`config.mk`:
```
export PLATFORM = sky130hd
export DESIGN_NAME = spin_ctrl
export DESIGN_NICKNAME = d
export VERILOG_FILES = /design/src/rtl/spin_ctrl.sv
export SDC_FILE = /design/constraint.sdc
export NUM_CORES = 1
export LEC_CHECK = 0
export CAP_MARGIN = 40
export CORE_ASPECT_RATIO = 1.4
export CORE_MARGIN = 2
export CORE_UTILIZATION = 60
export CTS_CLUSTER_SIZE = 16
export DETAILED_ROUTE_END_ITERATION = 12
export PLACE_DENSITY = 0.8
export SLEW_MARGIN = 30
export SYNTH_ARGS = -nofsm -noshare
export SYNTH_HDL_FRONTEND = slang
export SYNTH_SLANG_ARGS = --single-unit
```
`constraint.sdc`:
```
create_clock -name clk_i -period 4.4 [get_ports clk_i]
set_input_delay 0.88 -clock clk_i [delete_from_list [all_inputs] [get_ports clk_i]]
set_output_delay 0.88 -clock clk_i [all_outputs]
set_load 0.05 [all_outputs]
```
`src/rtl/spin_ctrl.sv`:
```
// spin_ctrl: LED ring spinner that lands on an LFSR-sampled target; SPIN_TRAIL_EN adds a comet tail
module spin_ctrl #(
  parameter int LED_W = 4,
  parameter int BASE_DIV = 2500000,
  parameter int DELAY_INC = 500000,
  parameter int MIN_LAPS = 2,
  parameter int DIV_W = 32
) (
  input  logic                  clk_i,
  input  logic                  rst_i,
  input  logic                  start_i,
  input  logic [LED_W-1:0]      rnd_i,
  output logic                  rng_en_o,
  output logic [(1<<LED_W)-1:0] led_o,
  output logic                  busy_o,
  output logic                  done_o
);
  localparam int N = 1 << LED_W;
  localparam int LAP_W = $clog2(MIN_LAPS + 1);
  typedef enum logic [1:0] {IDLE, SPIN, SLOW, DONE} state_t;
  state_t state, state_nxt;
  logic [LED_W-1:0] pos, pos_nxt, target, target_nxt, pos_inc;
  logic [DIV_W-1:0] presc, presc_nxt, delay, delay_nxt, delay_sat;
  logic [DIV_W:0] delay_sum;
  logic [LAP_W-1:0] laps, laps_nxt;
  logic moving, step;
  assign moving = state == SPIN || state == SLOW;
  assign step = moving && presc == delay - DIV_W'(1);
  assign pos_inc = pos + LED_W'(1);
  assign delay_sum = {1'b0, delay} + (DIV_W+1)'(DELAY_INC);
  assign delay_sat = delay_sum[DIV_W] ? '1 : delay_sum[DIV_W-1:0];
  always_comb begin
    state_nxt = state;
    pos_nxt = pos;
    target_nxt = target;
    presc_nxt = moving ? (step ? '0 : presc + DIV_W'(1)) : presc;
    delay_nxt = delay;
    laps_nxt = laps;
    if (step) pos_nxt = pos_inc;
    if (state == IDLE && start_i) begin
      state_nxt = SPIN;
      target_nxt = rnd_i;
      laps_nxt = '0;
      presc_nxt = '0;
      delay_nxt = DIV_W'(BASE_DIV);
    end
    if (state == SPIN && step && pos_inc == '0) begin
      laps_nxt = laps + LAP_W'(1);
      if (laps + LAP_W'(1) == LAP_W'(MIN_LAPS)) begin
        state_nxt = SLOW;
        delay_nxt = DIV_W'(BASE_DIV) + DIV_W'(DELAY_INC);
      end
    end
    if (state == SLOW && step) begin
      delay_nxt = delay_sat;
      state_nxt = pos_inc == target ? DONE : SLOW;
    end
    if (state == DONE) state_nxt = IDLE;
  end
  always_ff @(posedge clk_i) begin
    if (rst_i) begin
      state <= IDLE;
      pos <= '0;
      target <= '0;
      presc <= '0;
      delay <= DIV_W'(BASE_DIV);
      laps <= '0;
    end else begin
      state <= state_nxt;
      pos <= pos_nxt;
      target <= target_nxt;
      presc <= presc_nxt;
      delay <= delay_nxt;
      laps <= laps_nxt;
    end
  end
  assign rng_en_o = state == IDLE;
  assign busy_o = moving;
  assign done_o = state == DONE;
`ifdef SPIN_TRAIL_EN
  assign led_o = (N'(1) << pos) | (moving ? N'(1) << (pos - LED_W'(1)) : '0);
`else
  assign led_o = N'(1) << pos;
`endif
endmodule
```
* Yosys cells after proc, flatten, opt, wreduce, memory -nomap -nowiden *
Cells that the tools add are included.

operators by class
  add/sub/neg operators = 5
  equal/unequal tests = 6
  shifts and indexed selects = 1
  multiplexer cells = 13
  reductions and logical operators = 11

operators by type and width
  kind                                                                    number
  32-bit 2-to-1 mux                                                       6
  32-bit by 19-bit adder with 33-bit output (second input constant)       1
  32-bit by 1-bit adder with 32-bit output (second input constant)        1
  32-bit equality test                                                    1
  32-bit by 1-bit subtractor with 32-bit output (second input constant)   1
  1-bit by 4-bit left shift with 16-bit output (first input constant)     1
  2-bit 2-to-1 mux                                                        6
  2-bit equality test (second input constant)                             3
  1-bit logical AND                                                       5
  4-bit by 1-bit adder with 4-bit output (second input constant)          1
  4-bit equality test                                                     1
  4-bit logical NOT                                                       1
  2-bit OR reduction                                                      2
  2-bit by 1-bit adder with 2-bit output (second input constant)          1
  2-bit by 1-bit equality test with 1-bit output (second input constant)  1
  2-bit logical NOT                                                       1
  2-bit nonzero test                                                      1
  1-bit logical OR                                                        1
  1-bit 2-to-1 mux                                                        1

storage, ports and cells
  flip-flop bits (word level) = 76
  bits of input ports = 7
  output and inout bits = 19
  logic and storage cells = 42

* Logic depth before layout (Yosys ltp) *
  word-level depth = 7
  gate-level depth with buffers = 14
  depth with buffers taken out = 11

* Worst setup path before layout *
No wires, ideal clock.

  kind = reg-to-reg
  from = register delay[5]
  to = register laps[0]
  data arrival time = 3,295 ps
  required time = 4,277 ps
  setup slack = 982 ps
  stages on the path, launching flop included = 14
  buffers on the path = 2
  period minus slack after synthesis = 3,418 ps
  cells stage by stage = dfxtp_1 > clkbuf_1 > inv_1 > ha_1 > nor3b_1 > nand4_1 > or3_1 > a21o_1 > a2111oi_2 > nand4_2 > or3_1 > buf_2 > nor2_1 > mux2_1

on the way
  cells in the longest elaborated chain, start to end = 6
  elaborated cells between the ends (all ways) = 7

ends and longest elaborated chain
  item                                                           RTL line  text
  from (decl)                                                    23        logic [DIV_W-1:0] presc, presc_nxt, delay, delay_nxt, delay_sat;
  from (signal assigned)                                         66        delay <= DIV_W'(BASE_DIV);
  from (signal assigned)                                         73        delay <= delay_nxt;
  32-bit by 1-bit subtractor with 32-bit output (*)              28        assign step = moving && presc == delay - DIV_W'(1);
  32-bit equality test (*)                                       28
  1-bit logical AND (*)                                          28
  1-bit logical AND (*) (2 in series)                            47        if (state == SPIN && step && pos_inc == '0) begin
  2-bit 2-to-1 mux / 2-bit nonzero test (equally long branches)  --
  to (signal assigned)                                           74        laps <= laps_nxt;
  to (decl)                                                      25        logic [LAP_W-1:0] laps, laps_nxt;

Every way passes the cells marked *; elsewhere a longest branch is shown, timed or not.
A chain may end at the register's enable or synchronous reset.

* Final worst setup path *
  from = register delay[5]
  to = register presc[31]

on the way
  cells in the longest elaborated chain, start to end = 4

ends and longest elaborated chain
  item                                           RTL line  text
  32-bit by 1-bit subtractor with 32-bit output  28
  32-bit equality test                           28
  1-bit logical AND                              28
  32-bit 2-to-1 mux                              36        presc_nxt = moving ? (step ? '0 : presc + DIV_W'(1)) : presc;
  to (signal assigned)                           72        presc <= presc_nxt;
  to (decl)                                      23

No other way between the ends.

==> impl_metrics.ini <==
[status]
outcome = finished clean

[layout]
design_area_sq_um = 5803
n_antenna_cell = 0
drive_above_1_share = 0.06105
finish.net_count = 707
postLayoutCoreUtil = 0.6821
areaGrowthSynthToFinish_pct = 10.90

[timing]
timing.fmax_ghz = 0.2544
min_period_over_period = 0.8933
layout_min_cycle_time_ns = 3.931
rsz0062_at_grt = no
slew_violations = 0
hold_viol = 0
finalSetupViolations = 0
final.setup.tns_ns = 0
worst-slew-pin-transition_ns = 0.7349
timing.max_slew.rel_slack = 0.5056
setup_ws_ns = 0.4693
timing.clock.skew_ns = 0.006724

[routing]
route.final.wire_length_um = 14270
post_drt_via_cell_ratio = 6.322
dr_total_vias = 5013
drt_iter0_markers = 450
first_pass_drt_iterations = 5
antenna_left = 0
drc = 0
wire_per_inst_um = 17.99

[synthesis]
synthesis.nets = 707
number_of_enable_flip_flop_cells_after_synthesis = 0
ys_warn_count = 0
synthDistinctLibCells = 64
proportion_of_synthesized_chip_area_in_sequential_cells = 0.2908
synth_async_sr_flop_share = 0
postSynthCellCount = 684
synth_area_per_cell_sq_um = 7.650
yosys_most_used_dff = dfxtp_1
synth_area_sq_um = 5233
postSynthRegisterBits = 76

[pwr]
vdd_ir_drop_max_mv = 0.2459
p_leak_uw = 0.002134
power-per-cell-area_nw_per_um2 = 260.4

[critical_path]
critical_path.max_stage_delay_ns = 0.64
reg2reg_setup_slack_ns = 0.47
cp-start-kind = flop
critPathCapture = presc[31]
timing.critical_path.buf_inv = 2
reg2reg_depth = 12
critPathLaunch = delay[5]
cpMostUsedCell = or3_1
critical_path_depth = 12
endpoint_kind = flop
critical_path_fanout_max = 30
classification_of_the_worst_setup_path = reg -> reg
slowest_stage = or3_1
worst_r2r_startpoint = delay[5]
reg2reg_capture_point = presc[31]
worst_ep_required_time_ns = 4.62
worst_ep_arrival_time_ns = 4.15
critical-path-top-delay-family = simple AND/OR/NAND/NOR gates
cp_cell_sequence = inv_1 -> ha_1 -> nor3b_2 -> nand4_1 -> or3_1 -> a21o_1 -> a2111oi_2 -> nand4_2 -> or3_1 -> nand3_1 -> buf_4 -> nor2_1

[floorplanning]
fp.dieW_um = 82.93
floorplan.rows = 40
fp.dieArea_sq_um = 9495
core_sq_um = 8508
starting_density_of_the_core = 0.6150
ioPinCount = 26
floorplan.die.height_um = 114.5

[global_routing]
groute.usage.overall = 0.3069
grt-busiest-layer = met2
grt_first_pass_wirelength_um = 23340
gr-total-overflow = 0
grtUsageMet2 = 0.5602
grt_use_met1 = 0.3297
global_route.usage.met3 = 0.05335
first_global_vias = 4838
pin_count_of_the_biggest_net_entering_global_routing = 31
antenna_found_initial = 0

[job]
cap_viol_max_count = 0

[cts]
cts_inserted_buffers = 9
tritoncts_clock_tree = done
clk_transition_reported_paths_ns = 0.06
ctsHtreeMaxLevel = 3
worstSkewPairLatency_ns = 0.34
cts.root.buffer_cell = clkbuf_16
cts_hold_repair.buffers = 0
clock_sink_count = 76
clk_buf_depth = 2
post_cts_buffers = 0

[placement]
hpwl_um = 10910
placed_cell_area_sq_um = 5489
pre_cts_slack_ns = 0.3744
routabilityCongestion = 0.9825
numPortBuffers = 25

[hold_path]
worstHoldPathType = reg -> reg
## per-stage QoR
| stage | instances | power [uW] | hold WS (ns) |
|---|---|---|---|
| final | 793 | 1511 | 0.4774 |
| after global routing | 793 | 1548 | 0.5055 |
| after CTS | 792 | 1518 | 0.4781 |
| after detailed placement | 777 | 768.4 | 0.4694 |
| after global placement | 777 | 766.6 | 0.4640 |
| after floorplan | 684 | 748.8 | 0.4481 |
## kinds of logic (layout without fill, tap and decap cells)
group                    Yosys count  count (layout)  synth area share
AND/OR/NAND/NOR                  330             330            0.3238
XOR/XNOR                          76              76            0.1272
buffers and inverters             61              65           0.04543
AO/OA/AOI/OAI                    117             117            0.1562
flip-flops                        76              76            0.2908
adder cells (fa/ha/maj)           16              16           0.03826
multiplexers                       8               8           0.01841
## area by class of cell
| type | instances | area [sq um] |
|---|---|---|
| fill | 732 | 2705 |
| sequential | 76 | 1521 |
| timing repair buffer | 32 | 300.3 |
| tap | 105 | 131.4 |
| clock inverter | 1 | 30.03 |
| multi-input combinational | 547 | 3478 |
| clock buffer | 14 | 274.0 |
| inverter | 18 | 67.56 |
## worst register-to-register path, delay by kind of cell (launching register included)
family / cells / cell delay, ns
flip-flops: 1 / 0.41
AND/OR/NAND/NOR: 7 / 2.21
AO/OA/AOI/OAI: 2 / 0.54
adder cells (fa/ha/maj): 1 / 0.19
buffers and inverters: 2 / 0.44
## where the power goes
| group | internal (uW) | total (uW) | switching, uW |
|---|---|---|---|
| sequential | 692 | 696 | 3.64 |
| clock | 483 | 758 | 275 |
| combinational | 19.0 | 57.2 | 38.1 |
| total | 1190 | 1510 | 317 |
## flip-flops by register name, indices dropped and copies added (netlist names)
name / count
state: 2
delay: 32
pos: 4
target: 4
presc: 32
laps: 2
## what timing repair did
action	in CTS	in global routing
hold endpoints to repair	0	0
setup endpoints to repair	0	15
resized for setup	0	1
## worst min-delay path by stage
stage	depth (start not counted)	startpoint	end
2_1_floorplan	2	target[1]	target[1]
3_3_place_gp	2	target[2]	target[2]
3_5_place_dp	2	target[2]	target[2]
4_1_cts	2	target[2]	target[2]
5_1_grt	2	target[1]	target[1]
6_report	2	target[2]	target[2]
## layer usage
layer,wire length [um],vias to the layer above
li1,-,2398
met1,5419,2324
met2,7232,218
met3,801,73
met4,816,0
met5,0,-
## cell usage after synthesis, types with 3 or more instances
library cell  count  area, sq um
nor4_1           12        75.07
o21ai_0          20        100.1
and3_1           20        125.1
dfxtp_1          76         1521
or2_2             5        31.28
nor3_1           22        110.1
xnor2_1          36        315.3
o2bb2ai_1         3        26.28
mux2i_1           4        40.04
a31oi_1           6        37.54
nand2b_1          9        56.30
a21o_1           10        75.07
inv_1            18        67.56
a31o_2            5        43.79
and4_1            4        35.03
or4_1             5        37.54
nor2b_1           9        56.30
o22ai_1           3        18.77
xor2_1           40        350.3
a211oi_1          6        45.04
o21a_1           14        105.1
or3_1            11        68.82
a2bb2oi_1         4        35.03
clkbuf_1         33        123.9
nand2_1          58        217.7
ha_1             16        200.2
a21oi_1          25        125.1
and2_1           20        125.1
nand4_1          21        131.4
nor2_1           84        315.3
buf_1             3        11.26
nand3_1          37        185.2
buf_2             7        35.03
## cells in the final DEF (no fill, tap or decap), types with 4 or more instances in the layout
cell / count
nor3_1: 22
or4_1: 5
xnor2_1: 36
and4_1: 4
a21oi_1: 25
a211oi_1: 6
inv_1: 18
nand3_1: 37
nand2b_1: 9
nor2b_1: 9
and2_1: 20
a31o_2: 5
clkbuf_16: 9
dfxtp_1: 76
a21o_1: 10
mux2i_1: 4
ha_1: 16
nand4_1: 21
clkdlybuf4s50_1: 25
o21a_1: 14
a31oi_1: 6
buf_4: 6
o21ai_0: 20
nor4_1: 12
and3_1: 20
nand2_1: 58
a2bb2oi_1: 4
or2_2: 5
xor2_1: 40
or3_1: 11
nor2_1: 84
Power figures use the tool's default switching activity.
